===== src/rtl/cmd_tx_scheduler.sv =====
`timescale 1ns/1ps
// -----------------------------------------------------------------------------
// cmd_tx_scheduler
//
// Purpose:
//   Shares one UART transmitter between two sources:
//     - an echo FIFO that holds received command bytes, and
//     - a stream of data bytes from the acquisition datapath.
//   Received bytes also set the mode flags:
//     'e' turns echo off, 'E' turns echo on,
//     's' turns streaming on, 'S' turns streaming off.
//   When both sources are pending, a round-robin arbiter grants them in turn.
//
// Optional feature (macro CMD_SCHED_STATUS_EN):
//   A received '?' also pushes one status byte after its echo:
//     0x30 | {Overflow, StreamEnabled, EchoEnabled}
//   and this clears Overflow.
//   When the macro is undefined, '?' is an ordinary byte.
//
// Handshakes:
//   Tx side:   a byte moves on every rising edge where TxValid && TxReady.
//              Once TxValid is high, TxValid and TxData hold steady until
//              that transfer happens.
//   Data side: DataValid stays high until DataAck pulses for one cycle,
//              in the same cycle as the transfer.
//
// Ports:
//   Clock, Reset            clock; synchronous active-high reset
//   RxData[7:0], RxValid    received byte and its one-cycle strobe
//   DataByte[7:0]           stream byte
//   DataValid, DataAck      stream byte handshake
//   TxData[7:0], TxValid    byte offered to the transmitter
//   TxReady                 transmitter ready
//   EchoEnabled             mode flag
//   StreamEnabled           mode flag
//   Overflow                sticky flag: an echo byte was dropped
//   DbgState[1:0]           scheduler state, for observation only
// -----------------------------------------------------------------------------
module cmd_tx_scheduler #(
    parameter int FIFO_DEPTH = 4
) (
    input  logic       Clock,
    input  logic       Reset,
    input  logic [7:0] RxData,
    input  logic       RxValid,
    input  logic [7:0] DataByte,
    input  logic       DataValid,
    output logic       DataAck,
    output logic [7:0] TxData,
    output logic       TxValid,
    input  logic       TxReady,
    output logic       EchoEnabled,
    output logic       StreamEnabled,
    output logic       Overflow,
    output logic [1:0] DbgState
);

    localparam int AW = (FIFO_DEPTH > 1) ? $clog2(FIFO_DEPTH) : 1;
    localparam int CW = AW + 1;
    localparam logic [CW-1:0] DEPTH_C = CW'(FIFO_DEPTH);

    typedef enum logic [1:0] {
        ST_IDLE      = 2'd0,
        ST_SEND_ECHO = 2'd1,
        ST_SEND_DATA = 2'd2
    } state_t;

    // ------------------------------------------------------------------ state
    state_t          state_q, state_d;
    logic            last_echo_q, last_echo_d;   // 1: echo was granted last
    logic            echo_en_q, echo_en_d;
    logic            stream_en_q, stream_en_d;
    logic            overflow_q, overflow_d;
    logic [7:0]      mem_q [FIFO_DEPTH];
    logic [AW-1:0]   wr_ptr_q, wr_ptr_d;
    logic [AW-1:0]   rd_ptr_q, rd_ptr_d;
    logic [CW-1:0]   count_q, count_d;

    logic            pop;
    logic            push_a_req, push_a, drop_a;
    logic            fifo_full;

`ifdef CMD_SCHED_STATUS_EN
    logic            stat_req, push_b, drop_b;
    logic [7:0]      stat_byte;
    logic [AW-1:0]   wr_b_ptr;
`endif

    // ------------------------------------------------------------ mode decode
    always_comb begin
        echo_en_d   = echo_en_q;
        stream_en_d = stream_en_q;
        if (RxValid) begin
            case (RxData)
                8'h65:   echo_en_d   = 1'b0;   // 'e'
                8'h45:   echo_en_d   = 1'b1;   // 'E'
                8'h73:   stream_en_d = 1'b1;   // 's'
                8'h53:   stream_en_d = 1'b0;   // 'S'
                default: ;
            endcase
        end
    end

    // ------------------------------------------------------------ echo FIFO
    // Fullness is judged on the count before this cycle's pop. A byte that
    // arrives while the FIFO is full is dropped, even if a pop frees a slot
    // in the same cycle.
    always_comb begin
        fifo_full  = (count_q == DEPTH_C);
        push_a_req = RxValid && echo_en_q;     // pre-update echo flag
        push_a     = push_a_req && !fifo_full;
        drop_a     = push_a_req && fifo_full;
    end

`ifdef CMD_SCHED_STATUS_EN
    // The status byte goes in behind the echoed '?'. It needs a free slot
    // after the echo byte has taken its own.
    always_comb begin
        stat_req  = RxValid && (RxData == 8'h3F);
        push_b    = stat_req && ((count_q + CW'(push_a)) < DEPTH_C);
        drop_b    = stat_req && !push_b;
        stat_byte = 8'h30 | {5'b0, overflow_q, stream_en_q, echo_en_q};
        wr_b_ptr  = wr_ptr_q + AW'(push_a);
    end

    always_comb begin
        overflow_d = overflow_q;
        if (drop_a || drop_b) overflow_d = 1'b1;
        else if (stat_req)    overflow_d = 1'b0;
        count_d  = count_q + CW'(push_a) + CW'(push_b) - CW'(pop);
        wr_ptr_d = wr_ptr_q + AW'(push_a) + AW'(push_b);
        rd_ptr_d = rd_ptr_q + AW'(pop);
    end
`else
    always_comb begin
        overflow_d = overflow_q | drop_a;
        count_d    = count_q + CW'(push_a) - CW'(pop);
        wr_ptr_d   = wr_ptr_q + AW'(push_a);
        rd_ptr_d   = rd_ptr_q + AW'(pop);
    end
`endif

    // FIFO storage is not reset; only the pointers and the count need it.
    always_ff @(posedge Clock) begin
        if (!Reset) begin
            if (push_a) mem_q[wr_ptr_q] <= RxData;
`ifdef CMD_SCHED_STATUS_EN
            if (push_b) mem_q[wr_b_ptr] <= stat_byte;
`endif
        end
    end

    // ------------------------------------------------------------ scheduler
    // In IDLE, TxValid and TxData are held at zero. Each transfer therefore
    // returns through IDLE for one cycle, so transfers are at least two
    // cycles apart.
    always_comb begin
        state_d     = state_q;
        last_echo_d = last_echo_q;
        TxValid     = 1'b0;
        TxData      = 8'h00;
        DataAck     = 1'b0;
        pop         = 1'b0;
        case (state_q)
            ST_IDLE: begin
                if ((count_q != '0) && DataValid && stream_en_q)
                    state_d = last_echo_q ? ST_SEND_DATA : ST_SEND_ECHO;
                else if (count_q != '0)
                    state_d = ST_SEND_ECHO;
                else if (DataValid && stream_en_q)
                    state_d = ST_SEND_DATA;
            end
            ST_SEND_ECHO: begin
                // The head stays fixed until popped; pushes land in other slots.
                TxValid = 1'b1;
                TxData  = mem_q[rd_ptr_q];
                if (TxReady) begin
                    pop         = 1'b1;
                    last_echo_d = 1'b1;
                    state_d     = ST_IDLE;
                end
            end
            ST_SEND_DATA: begin
                // StreamEnabled is not checked here: a byte on offer is never
                // withdrawn.
                TxValid = 1'b1;
                TxData  = DataByte;
                if (TxReady) begin
                    DataAck     = 1'b1;
                    last_echo_d = 1'b0;
                    state_d     = ST_IDLE;
                end
            end
            default: state_d = ST_IDLE;
        endcase
    end

    // ------------------------------------------------------------ registers
    always_ff @(posedge Clock) begin
        if (Reset) begin
            state_q     <= ST_IDLE;
            last_echo_q <= 1'b0;
            echo_en_q   <= 1'b1;
            stream_en_q <= 1'b0;
            overflow_q  <= 1'b0;
            wr_ptr_q    <= '0;
            rd_ptr_q    <= '0;
            count_q     <= '0;
        end else begin
            state_q     <= state_d;
            last_echo_q <= last_echo_d;
            echo_en_q   <= echo_en_d;
            stream_en_q <= stream_en_d;
            overflow_q  <= overflow_d;
            wr_ptr_q    <= wr_ptr_d;
            rd_ptr_q    <= rd_ptr_d;
            count_q     <= count_d;
        end
    end

    assign EchoEnabled   = echo_en_q;
    assign StreamEnabled = stream_en_q;
    assign Overflow      = overflow_q;
    assign DbgState      = state_q;

endmodule


===== config.mk =====
export PLATFORM = sky130hd
export DESIGN_NAME = cmd_tx_scheduler
export DESIGN_NICKNAME = d
export VERILOG_FILES = /design/src/rtl/cmd_tx_scheduler.sv
export SDC_FILE = /design/constraint.sdc
export NUM_CORES = 1
export LEC_CHECK = 0
export CORE_ASPECT_RATIO = 1.4
export CORE_UTILIZATION = 51
export CTS_CLUSTER_SIZE = 20
export DETAILED_ROUTE_END_ITERATION = 10
export DONT_BUFFER_PORTS = 1
export GPL_TIMING_DRIVEN = 0
export PLACE_DENSITY_LB_ADDON = 0.05
export SLEW_MARGIN = 25
export SYNTH_ARGS = -nofsm -noshare
export SYNTH_HDL_FRONTEND = slang
export SYNTH_SLANG_ARGS = --single-unit

===== constraint.sdc =====
create_clock -name Clock -period 4.25 [get_ports Clock]
set_clock_uncertainty 0.15 [all_clocks]
set_input_delay 1.0625 -clock Clock [delete_from_list [all_inputs] [get_ports Clock]]
set_output_delay 1.0625 -clock Clock [all_outputs]
set_load 0.03 [all_outputs]

==> results_dict.tcl <==
set metrics [dict create \
    cp-end-kind "primary output" \
    start_util_pct 53.6 \
    grt.total_usage_pct 20.7 \
    critical_path_class "reg -> out" \
    grt_pass1_wl_mm 5.53 \
    rsz0062_at_grt "no" \
    ir_drop_mv 0.352 \
    diodes 0 \
    clk_transition_reported_paths_ns 0.08 \
    max_slew.worst_pin.slew_ns 0.610 \
    layout-drive-gt1-share_pct 16.5 \
    area_growth_pct 8.84 \
    async_flop_share_pct 0 \
    wirelength_mm 3.65 \
    synth-edff-count 32 \
    grt_max_degree 14 \
    worstPathRequired_ns 3.04 \
    fin_crit_ns 3.84 \
    nets 165 \
    portBuffers 0 \
    synth_area_um2 1950 \
    io_pins 36 \
    fin_crit_sh_pct 90.4 \
    setup_ws_ns 0.407 \
    slew_headroom_pct 59.3 \
    cp_max_fo 10 \
    yosys.cell_types.count 33 \
    synth_flop_cell "edfxtp_1" \
    ant_nets 0 \
    die_area_um2 4080 \
    place.gp.congestion 0.705 \
    wl_per_cell_um 20.2 \
    cellPowerDensity_nw_per_um2 529 \
    ctsResizeCount 0 \
    syn_inst 130 \
    cts_tree "yes" \
    fin_setup_tns_ns 0 \
    drt_iter0_drc 40 \
    ys_seq_area_share_pct 62.5 \
    num_vias 1082 \
    grt_pass1_vias 1124 \
    hold_class "reg -> reg" \
    fmax_mhz 260 \
    hold_viol 0 \
    leakagePower_nw 0.709 \
    viasPerCell 5.98 \
    cp.arrival_ns 2.63 \
    syn_nets 157 \
    numCtsBuffers 5 \
    n_fill_cell 313 \
    die_y_um 75.2 \
    htreeDepth 2 \
    cts_setup_buffers 0 \
    p_total_mw 1.12 \
    maxSlewViolCount 0 \
    clk_latency_ns 0.30 \
    drc 0 \
    hpwl_mm 2.72 \
    cts-root-buf "clkbuf_8" \
    clock-sinks 45 \
    drtPass1Iterations 4 \
    avgSynthCellArea_um2 15.0 \
    grt_antenna_before_repair 0 \
    setup_violations 0 \
    outcome "complete, no violations" \
    die_w_um 54.3 \
    cap_violations 0 \
    overflow 0 \
    cts_hold_buf 0 \
    core_um2 3640 \
    rows 26 \
    ys_ff_latch 45 \
    clk_path_buf_depth 2 \
    yosysWarnings 0 \
    cp-start-kind "flip-flop" \
    dp_slack_ns 0.719 \
]
==> power breakdown <==
part / switching, mW / internal [mW] / leakage [nW]
combinational: 0.146 / 0.106 / 0.259
sequential: 0.0436 / 0.517 / 0.397
clock: 0.138 / 0.173 / 0.0528
total: 0.328 / 0.796 / 0.709
==> path summary, 6_finish.rpt <==
path | from | to | slack, ns | cells past startpoint
worst max-delay path | DbgState[0] | TxData[4] | 0.41 | 6
worst min-delay path | last_echo_q | last_echo_q | 0.36 | 2
worst max register to register | EchoEnabled | count_q[2] | 1.80 | 9
worst min register to register | last_echo_q | last_echo_q | 0.36 | 2
==> layer usage <==
metal	vias up	global-route usage, %	routed length, µm
met1	530	22.2	1370
met4	0	8.55	63
met2	32	36.9	2050
li1	515	-	-
met5	-	0	0
met3	5	5.86	170
==> metrics by stage <==
| stage | instance area (µm²) | util [%] | std cells | hold WS (ns) |
|---|---|---|---|---|
| 2_1_floorplan | 1950 | - | 130 | 0.329 |
| 3_3_place_gp | 2010 | 55.0 | 172 | 0.347 |
| 3_5_place_dp | 2020 | 55.4 | 173 | 0.345 |
| 4_1_cts | 2130 | 58.3 | 181 | 0.361 |
| 5_1_grt | 2130 | 58.3 | 181 | 0.388 |
| 6_report | 2130 | 58.3 | 181 | 0.362 |
==> layout by cell type, fill, tap and decap left out, drive strengths merged <==
| cell | Yosys | final |
|---|---|---|
| inv | 4 | 4 |
| bufinv | 0 | 1 |
| a32o | 8 | 8 |
| nor2b | 4 | 4 |
| nand4b | 1 | 1 |
| o21ai | 1 | 1 |
| nor2 | 11 | 11 |
| nor3b | 3 | 3 |
| clkbuf | 5 | 11 |
| fa | 1 | 1 |
| a32oi | 1 | 1 |
| mux4 | 8 | 8 |
| dfxtp | 13 | 13 |
| ha | 5 | 5 |
| nand2 | 4 | 4 |
| and3 | 1 | 1 |
| buf | 2 | 3 |
| mux2i | 2 | 2 |
| clkinv | 0 | 1 |
| and4b | 1 | 1 |
| nor4b | 1 | 1 |
| and2 | 3 | 3 |
| nor3 | 3 | 3 |
| xor2 | 3 | 3 |
| a31oi | 1 | 1 |
| nand2b | 2 | 2 |
| a21oi | 1 | 1 |
| and4bb | 2 | 2 |
| nand3 | 1 | 1 |
| mux2 | 2 | 2 |
| edfxtp | 32 | 32 |
| xnor2 | 2 | 2 |
| nor4 | 2 | 2 |
==> registers in the layout, summed over array words and instances (netlist names) <==
| signal | cells |
|---|---|
| mem_q | 32 |
| count_q | 3 |
| rd_ptr_q | 2 |
| last_echo_q | 1 |
| StreamEnabled | 1 |
| EchoEnabled | 1 |
| Overflow | 1 |
| wr_ptr_q | 2 |
| DbgState | 2 |
==> critical path, stage by stage (launching register included) <==
cell and delay, ns:
dfxtp_1 0.53, inv_1 0.14, ha_1 0.48, clkbuf_2 0.30
and2_1 0.16, clkbuf_1 0.32, a32o_1 0.40
==> cells in the mapped netlist, types with 2 or more instances <==
master | number | share of area (%)
nor4_1 | 2 | 0.64
nand2b_1 | 2 | 0.64
a32o_1 | 8 | 4.1
mux2_2 | 2 | 1.2
nor2_1 | 11 | 2.1
and4bb_2 | 2 | 1.3
and2_1 | 3 | 0.96
mux2i_1 | 2 | 1.0
nor3b_1 | 3 | 1.2
dfxtp_1 | 13 | 13
mux4_2 | 8 | 9.2
clkbuf_1 | 4 | 0.77
nor2b_1 | 4 | 1.3
nand2_1 | 4 | 0.77
edfxtp_1 | 32 | 49
xor2_1 | 3 | 1.3
ha_1 | 5 | 3.2
xnor2_1 | 2 | 0.90
nor3_1 | 3 | 0.77
inv_1 | 4 | 0.77
==> logic make-up after synthesis <==
group	synth area share [%]
DFF	62.5
muxes	11.4
AOI/OAI and AO/OA	5.38
buffers and inverters	2.63
and+or+nand+nor	11.6
adders and majority gates	4.23
xor gates and xnor gates	2.24
==> final cells by class <==
class	count	area (µm²)	area share, %
tap	42	52.6	2.47
clock inverter	2	33.8	1.59
multi-input combinational	74	687	32.3
buffer	7	36.3	1.71
clock buffer	6	72.6	3.41
inverter	4	15.0	0.706
sequential	45	1220	57.4
timing repair buffer	1	7.51	0.353
Note: power is estimated with default switching activity, not from simulation.
